### src/rtl/la_rle_decoder.sv
// Run-length decoder for logic-analyzer captures: expands {count, sample} AXIS packets
// into count repeats of the sample, with zero-bubble chaining between packets.
module la_rle_decoder #(
  parameter int pDATA_WIDTH   = 32,
  parameter int pSAMPLE_WIDTH = 24,
  parameter int pCNT_WIDTH    = 8,
  parameter int pTOTAL_WIDTH  = 32
) (
  input  logic                     axis_clk,
  input  logic                     axis_rst_n,
  input  logic                     clr,
  input  logic [pDATA_WIDTH-1:0]   s_tdata,
  input  logic                     s_tvalid,
  output logic                     s_tready,
  input  logic                     s_tlast,
  input  logic [1:0]               s_tuser,
  output logic [pSAMPLE_WIDTH-1:0] out_data,
  output logic                     out_valid,
  input  logic                     out_ready,
  output logic                     out_last,
  output logic [1:0]               out_user,
  output logic [pTOTAL_WIDTH-1:0]  total_samples,
  output logic [pCNT_WIDTH-1:0]    zero_pkts
);

  typedef enum logic {IDLE, EXPAND} state_t;

  state_t                   state, state_next;
  logic [pCNT_WIDTH-1:0]    remaining, remaining_next;
  logic [pSAMPLE_WIDTH-1:0] held_data;
  logic [1:0]               held_user;
  logic                     held_last;
  logic [pCNT_WIDTH-1:0]    pkt_count;
  logic [pSAMPLE_WIDTH-1:0] pkt_sample;
  logic                     accept, xfer, load, last_rep;

  assign pkt_count  = s_tdata[pDATA_WIDTH-1 -: pCNT_WIDTH];
  assign pkt_sample = s_tdata[pSAMPLE_WIDTH-1:0];
  assign last_rep   = (remaining == pCNT_WIDTH'(1));

  assign out_valid = (state == EXPAND);
  assign out_data  = held_data;
  assign out_user  = held_user;
  assign out_last  = out_valid && held_last && last_rep;
  assign xfer      = out_valid && out_ready;

  // Ready is held off during reset and clr so nothing can be accepted then.
  always_comb begin
    s_tready       = 1'b0;
    accept         = 1'b0;
    load           = 1'b0;
    state_next     = state;
    remaining_next = remaining;

    if (axis_rst_n && !clr) begin
      if (state == IDLE) s_tready = 1'b1;
      else               s_tready = out_ready && last_rep;
    end
    accept = s_tvalid && s_tready;

    case (state)
      IDLE: begin
        if (accept && pkt_count != '0) begin
          load           = 1'b1;
          remaining_next = pkt_count;
          state_next     = EXPAND;
        end
      end
      EXPAND: begin
        if (xfer) begin
          if (last_rep) begin
            if (accept && pkt_count != '0) begin
              load           = 1'b1;
              remaining_next = pkt_count;
            end else begin
              remaining_next = '0;
              state_next     = IDLE;
            end
          end else begin
            remaining_next = remaining - pCNT_WIDTH'(1);
          end
        end
      end
      default: begin
        state_next     = IDLE;
        remaining_next = '0;
      end
    endcase

    if (clr) begin
      load           = 1'b0;
      remaining_next = '0;
      state_next     = IDLE;
    end
  end

  always_ff @(posedge axis_clk or negedge axis_rst_n) begin
    if (!axis_rst_n) begin
      state     <= IDLE;
      remaining <= '0;
      held_data <= '0;
      held_user <= '0;
      held_last <= 1'b0;
    end else begin
      state     <= state_next;
      remaining <= remaining_next;
      if (load) begin
        held_data <= pkt_sample;
        held_user <= s_tuser;
        held_last <= s_tlast;
      end
    end
  end

  // Statistics counters saturate instead of wrapping.
  always_ff @(posedge axis_clk or negedge axis_rst_n) begin
    if (!axis_rst_n) begin
      total_samples <= '0;
      zero_pkts     <= '0;
    end else if (clr) begin
      total_samples <= '0;
      zero_pkts     <= '0;
    end else begin
      if (xfer && total_samples != '1)
        total_samples <= total_samples + pTOTAL_WIDTH'(1);
      if (accept && pkt_count == '0 && zero_pkts != '1)
        zero_pkts <= zero_pkts + pCNT_WIDTH'(1);
    end
  end

endmodule

### config.mk
export PLATFORM = sky130hd
export DESIGN_NAME = la_rle_decoder
export DESIGN_NICKNAME = d
export VERILOG_FILES = /design/src/rtl/la_rle_decoder.sv
export SDC_FILE = /design/constraint.sdc
export NUM_CORES = 1
export LEC_CHECK = 0
export ABC_AREA = 1
export CAP_MARGIN = 20
export CORE_UTILIZATION = 42
export CTS_CLUSTER_SIZE = 10
export DETAILED_ROUTE_END_ITERATION = 10
export GPL_TIMING_DRIVEN = 0
export PLACE_DENSITY = 0.7
export SYNTH_ARGS = -nofsm -noshare
export SYNTH_HDL_FRONTEND = slang
export SYNTH_SLANG_ARGS = --single-unit
### constraint.sdc
create_clock -name axis_clk -period 2 [get_ports axis_clk]
set_clock_uncertainty 0.1 [all_clocks]
set_input_delay 0.4 -clock axis_clk [delete_from_list [all_inputs] [get_ports axis_clk]]
set_output_delay 0.4 -clock axis_clk [all_outputs]
set_load 0.005 [all_outputs]
==> results.rst <==
.. list-table::
   :header-rows: 1

   * - Metric
     - Value
   * - Clock network power share
     - between 30 and 40%
   * - Power per cell area
     - approximately 580 nW/um2
   * - Placed cells
     - around 830
   * - Number of hold violations in the final report
     - 48
   * - Root Buffer Master
     - clkbuf_8
   * - Y dimension of the die
     - between 100 and 150 um
   * - Maximum clock frequency
     - between 0.4 and 0.5 GHz
   * - Largest net degree at the start of global routing
     - 50
   * - Die area
     - around 11000 um2
   * - Area of combinational cells with multiple inputs
     - around 2300 um2
   * - Hold/Removal Path Class
     - in -> async
   * - Netlist cell types
     - 39
   * - Leak Pwr
     - about 2.7 nW
   * - Routability Congestion
     - roughly 0.96
   * - Number of max-slew violations in the final report
     - 0
   * - Violations in the final reports
     - negative hold slack, negative setup slack
   * - Final worst hold slack
     - -0.117 ns
   * - Count of flip-flops with a built-in enable after synthesis
     - 0
   * - Net Sw Frac
     - 29.8%
   * - Switch Pwr
     - 1.07 mW
   * - Leftover overflow at the end of global routing
     - 0
   * - DRC Markers
     - 0
   * - Total core area
     - between 9000 and 10000 um2
   * - Area of the mapped netlist
     - 4350 um2
   * - Clock sink total
     - between 70 and 80
   * - Fin crit period
     - about 2.1 ns
   * - DR pass1 iterations
     - 4
   * - Average cell area after synthesis
     - 7.34 um2
   * - Most used cell, CP
     - inv_2
   * - Routed Wire Length
     - 12.6 mm
   * - Overall routing resource usage
     - about a quarter
   * - Number of nets in the finished design
     - between 700 and 800
   * - Syn Inst Count
     - approximately 600
   * - Part of the power in registers
     - between 40% and 50%
   * - Average routed wire per standard cell
     - between 10 and 15 um
   * - Number of non-filler instances in the completed layout
     - just under 900
   * - Headroom to the max-slew limit
     - a little under three fifths
   * - Pre-CTS setup slack
     - -1.16 ns
   * - Finished Core Util
     - between 60 and 70%
   * - TritonCTS buffer count
     - 9
   * - Initial cell density of the core
     - 43.9%
   * - # diodes
     - 0
   * - Yosys reg bits
     - between 70 and 80
   * - Detailed placer's ending HPWL
     - just over 9 mm
   * - Leading register cell type out of synthesis
     - dfrtp_1
   * - Result of the run
     - complete, but fails checks
   * - Growth of design area from synthesis to finish
     - 43.3%
   * - Net count of the mapped netlist
     - 636
   * - Via count of the first global-routing pass
     - between 4000 and 5000
   * - Setup slack after layout
     - -0.0966 ns
   * - Cell types with the largest area share after synthesis
     - dfrtp_1 (44%), nand2_1 (19%), nor2_1 (4.7%), nand3_1 (3.9%), inv_1 (3.3%)
   * - Required time at the endpoint of the critical path
     - around 1.5 ns
   * - Residual antenna-violating net count after detailed routing
     - 0
   * - Clock slew seen by the registers of the worst setup and hold paths
     - about 0.09 ns
   * - IO Port Bufs
     - 108
   * - Setup repair after global routing missed its margin
     - yes
   * - CTS H-tree depth
     - 3
   * - Total via count in the routed design
     - around 4500
   * - First-pass GRT wire length
     - approximately 21 mm
   * - Sum of negative setup slack
     - -0.245 ns
   * - Share of synthesized registers carrying an async set or reset
     - 100%
   * - Vias per inst
     - just over 5
   * - Type of element launching the critical path
     - flip-flop
   * - Critical setup path kind
     - reg -> out
   * - Proportion of synthesized chip area in sequential cells
     - 43.7%
   * - Crit path largest cell delay
     - approximately 0.43 ns
   * - Initial drt markers
     - around 200
   * - Number of setup violations in the final report
     - 6
   * - Internal Pwr Total
     - roughly 2.5 mW
   * - Slowest-stage cell, CP
     - dfrtp_1
   * - Number of core rows
     - 36
   * - Chain of cells forming the critical path
     - inv_2 -> nand2_1 -> nor2_4 -> nand3_1 -> nand2_2 -> inv_2 -> nor3_2 -> buf_2
   * - Area taken by flip-flops and latches
     - between 1500 and 2000 um2
   * - Fill cell total of the finished layout
     - 881
   * - Clock tree from TritonCTS
     - built
   * - Highest net fanout along the worst path
     - 4
   * - Synth area leader
     - dfrtp_1
   * - CP Capture Type
     - output port
   * - Part of the total power dissipated in combinational logic
     - 20.6%
   * - Fraction of layout instances using a drive strength above 1
     - 18.1%
   * - Final total power
     - roughly 3.6 mW
   * - # IOs
     - 109
   * - Data arrival at the endpoint of the critical path
     - 1.60 ns
   * - Share of the synthesized area in the top cell type
     - between 40% and 50%
   * - Transition time of the tightest slew-check pin
     - about 0.64 ns
   * - Number of max-cap violations
     - 0
   * - Warnings, synthesis
     - 0
   * - Initial antenna violation count
     - 0
   * - Hold bufs inserted after CTS
     - 3
   * - Chip width
     - between 100 and 150 um
   * - Later-pin clock latency in the skew report
     - between 0.3 and 0.4 ns
   * - Tcrit/Tclk final
     - 105%
   * - Worst-case vdd ir drop
     - about 0.4 mV
   * - Buffer depth of the longest clock path
     - 2
## final cells by class
cell class / instances / area share (%)
Timing Repair Buffer: 136 / 21.6
Inverter: 53 / 3.23
Buffer: 17 / 2.29
Clock inverter: 7 / 0.884
Tap cell: 133 / 2.67
Sequential cell: 76 / 30.7
Clock buffer: 9 / 1.99
Multi-Input combinational cell: 446 / 36.7
## power by group through the flow
stage / registers, mW / logic (mW) / clock network, mW
after floorplan: 1.76 / 0.256 / 0
after global placement: 1.75 / 0.640 / 0
after detailed placement: 1.76 / 0.658 / 0
after CTS: 1.73 / 0.700 / 1.14
after global routing: 1.75 / 0.818 / 1.21
final: 1.73 / 0.741 / 1.12
## stage by stage
step | hold WS [ns] | area (um2)
floorplan | 0.00441 | 4350
global placement | 0.362 | 5600
detailed placement | 0.254 | 5620
CTS | -0.0966 | 5950
global route | -0.0897 | 6230
finish | -0.117 | 6230
## registers in the layout (all words and copies together) (netlist names)
| name | flops |
|---|---|
| total_samples | 32 |
| held_last | 1 |
| zero_pkts | 8 |
| out_user | 2 |
| out_valid | 1 |
| remaining | 8 |
| out_data | 24 |
## per-layer routing
metal | global-route usage [%] | vias up | share of wire (%)
met1 | 29.5 | 2095 | 41
met3 | 6.42 | 37 | 8.4
met4 | 10.6 | 0 | 2.7
met2 | 38.9 | 170 | 48
li1 | - | 2193 | -
met5 | 0 | - | 0
## what timing repair did
| action | in CTS | in global routing |
|---|---|---|
| gates cloned | 0 | 3 |
| setup buffers | 9 | 12 |
| pin swaps | 4 | 10 |
| endpoints found under the setup margin | 50 | 68 |
| gates resized for setup | 22 | 49 |
| endpoints found under the hold margin | 28 | 48 |
## critical path, delay by kind of cell (launching register included)
| family | cells | cell delay (ns) |
|---|---|---|
| buf+inv | 3 | 0.29 |
| flops | 1 | 0.43 |
| simple gates | 5 | 0.53 |
## kinds of logic after synthesis
group | after synthesis | share of synthesized area, %
buffers and inverters | 70 | 6.91
adder cells (fa/ha/maj) | 4 | 1.15
flip-flops | 76 | 43.7
AO/OA/AOI/OAI | 58 | 8.40
XOR/XNOR | 14 | 2.82
AND/OR/NAND/NOR | 370 | 37.0
## cell usage in the layout (no fill, tap or decap), types with 4 or more instances in the layout
master           count
nand2_1            214
clkdlybuf4s50_1    104
dfrtp_1             67
nor2_1              50
inv_1               35
nand3_1             32
buf_4               24
nor3_1              20
inv_2               16
o21ai_0             14
a21oi_1             13
nand4_1             13
xor2_1              12
clkbuf_8            10
nor2_4               9
o21ai_2              9
o21ai_1              9
dfrtp_2              9
nand2_2              8
o31ai_1              8
buf_6                7
buf_2                6
nor3_2               6
nor2_2               5
inv_6                4
## Yosys cell counts, types with 2 or more instances
| cell | instances |
|---|---|
| nand2_1 | 219 |
| dfrtp_1 | 76 |
| nor2_1 | 54 |
| inv_1 | 38 |
| nand3_1 | 34 |
| nor3_1 | 25 |
| inv_2 | 14 |
| o21ai_0 | 14 |
| a21oi_1 | 13 |
| nand4_1 | 13 |
| xor2_1 | 12 |
| o21ai_1 | 10 |
| o21ai_2 | 8 |
| o31ai_1 | 8 |
| buf_2 | 6 |
| nor2_2 | 6 |
| buf_4 | 4 |
| clkbuf_1 | 4 |
| ha_1 | 4 |
| nand2_2 | 4 |
| nor2_4 | 4 |
| and3_1 | 2 |
| buf_6 | 2 |
| nor3_4 | 2 |
| xnor2_1 | 2 |
## final timing paths
kind                       slack, ns                end  cells after the start          from
setup / recovery                -0.1           s_tready                      8  remaining[3]
hold / removal                 -0.12  total_samples[23]                      2    axis_rst_n
setup reg to reg               -0.05       remaining[3]                     10  remaining[3]
hold reg to reg                 0.39        out_user[1]                      2   out_user[1]
max in group asynchronous       1.08   total_samples[9]                      4    axis_rst_n
min in group axis_clk           0.39        out_user[1]                      2   out_user[1]
(Power assumes the default switching activity.)
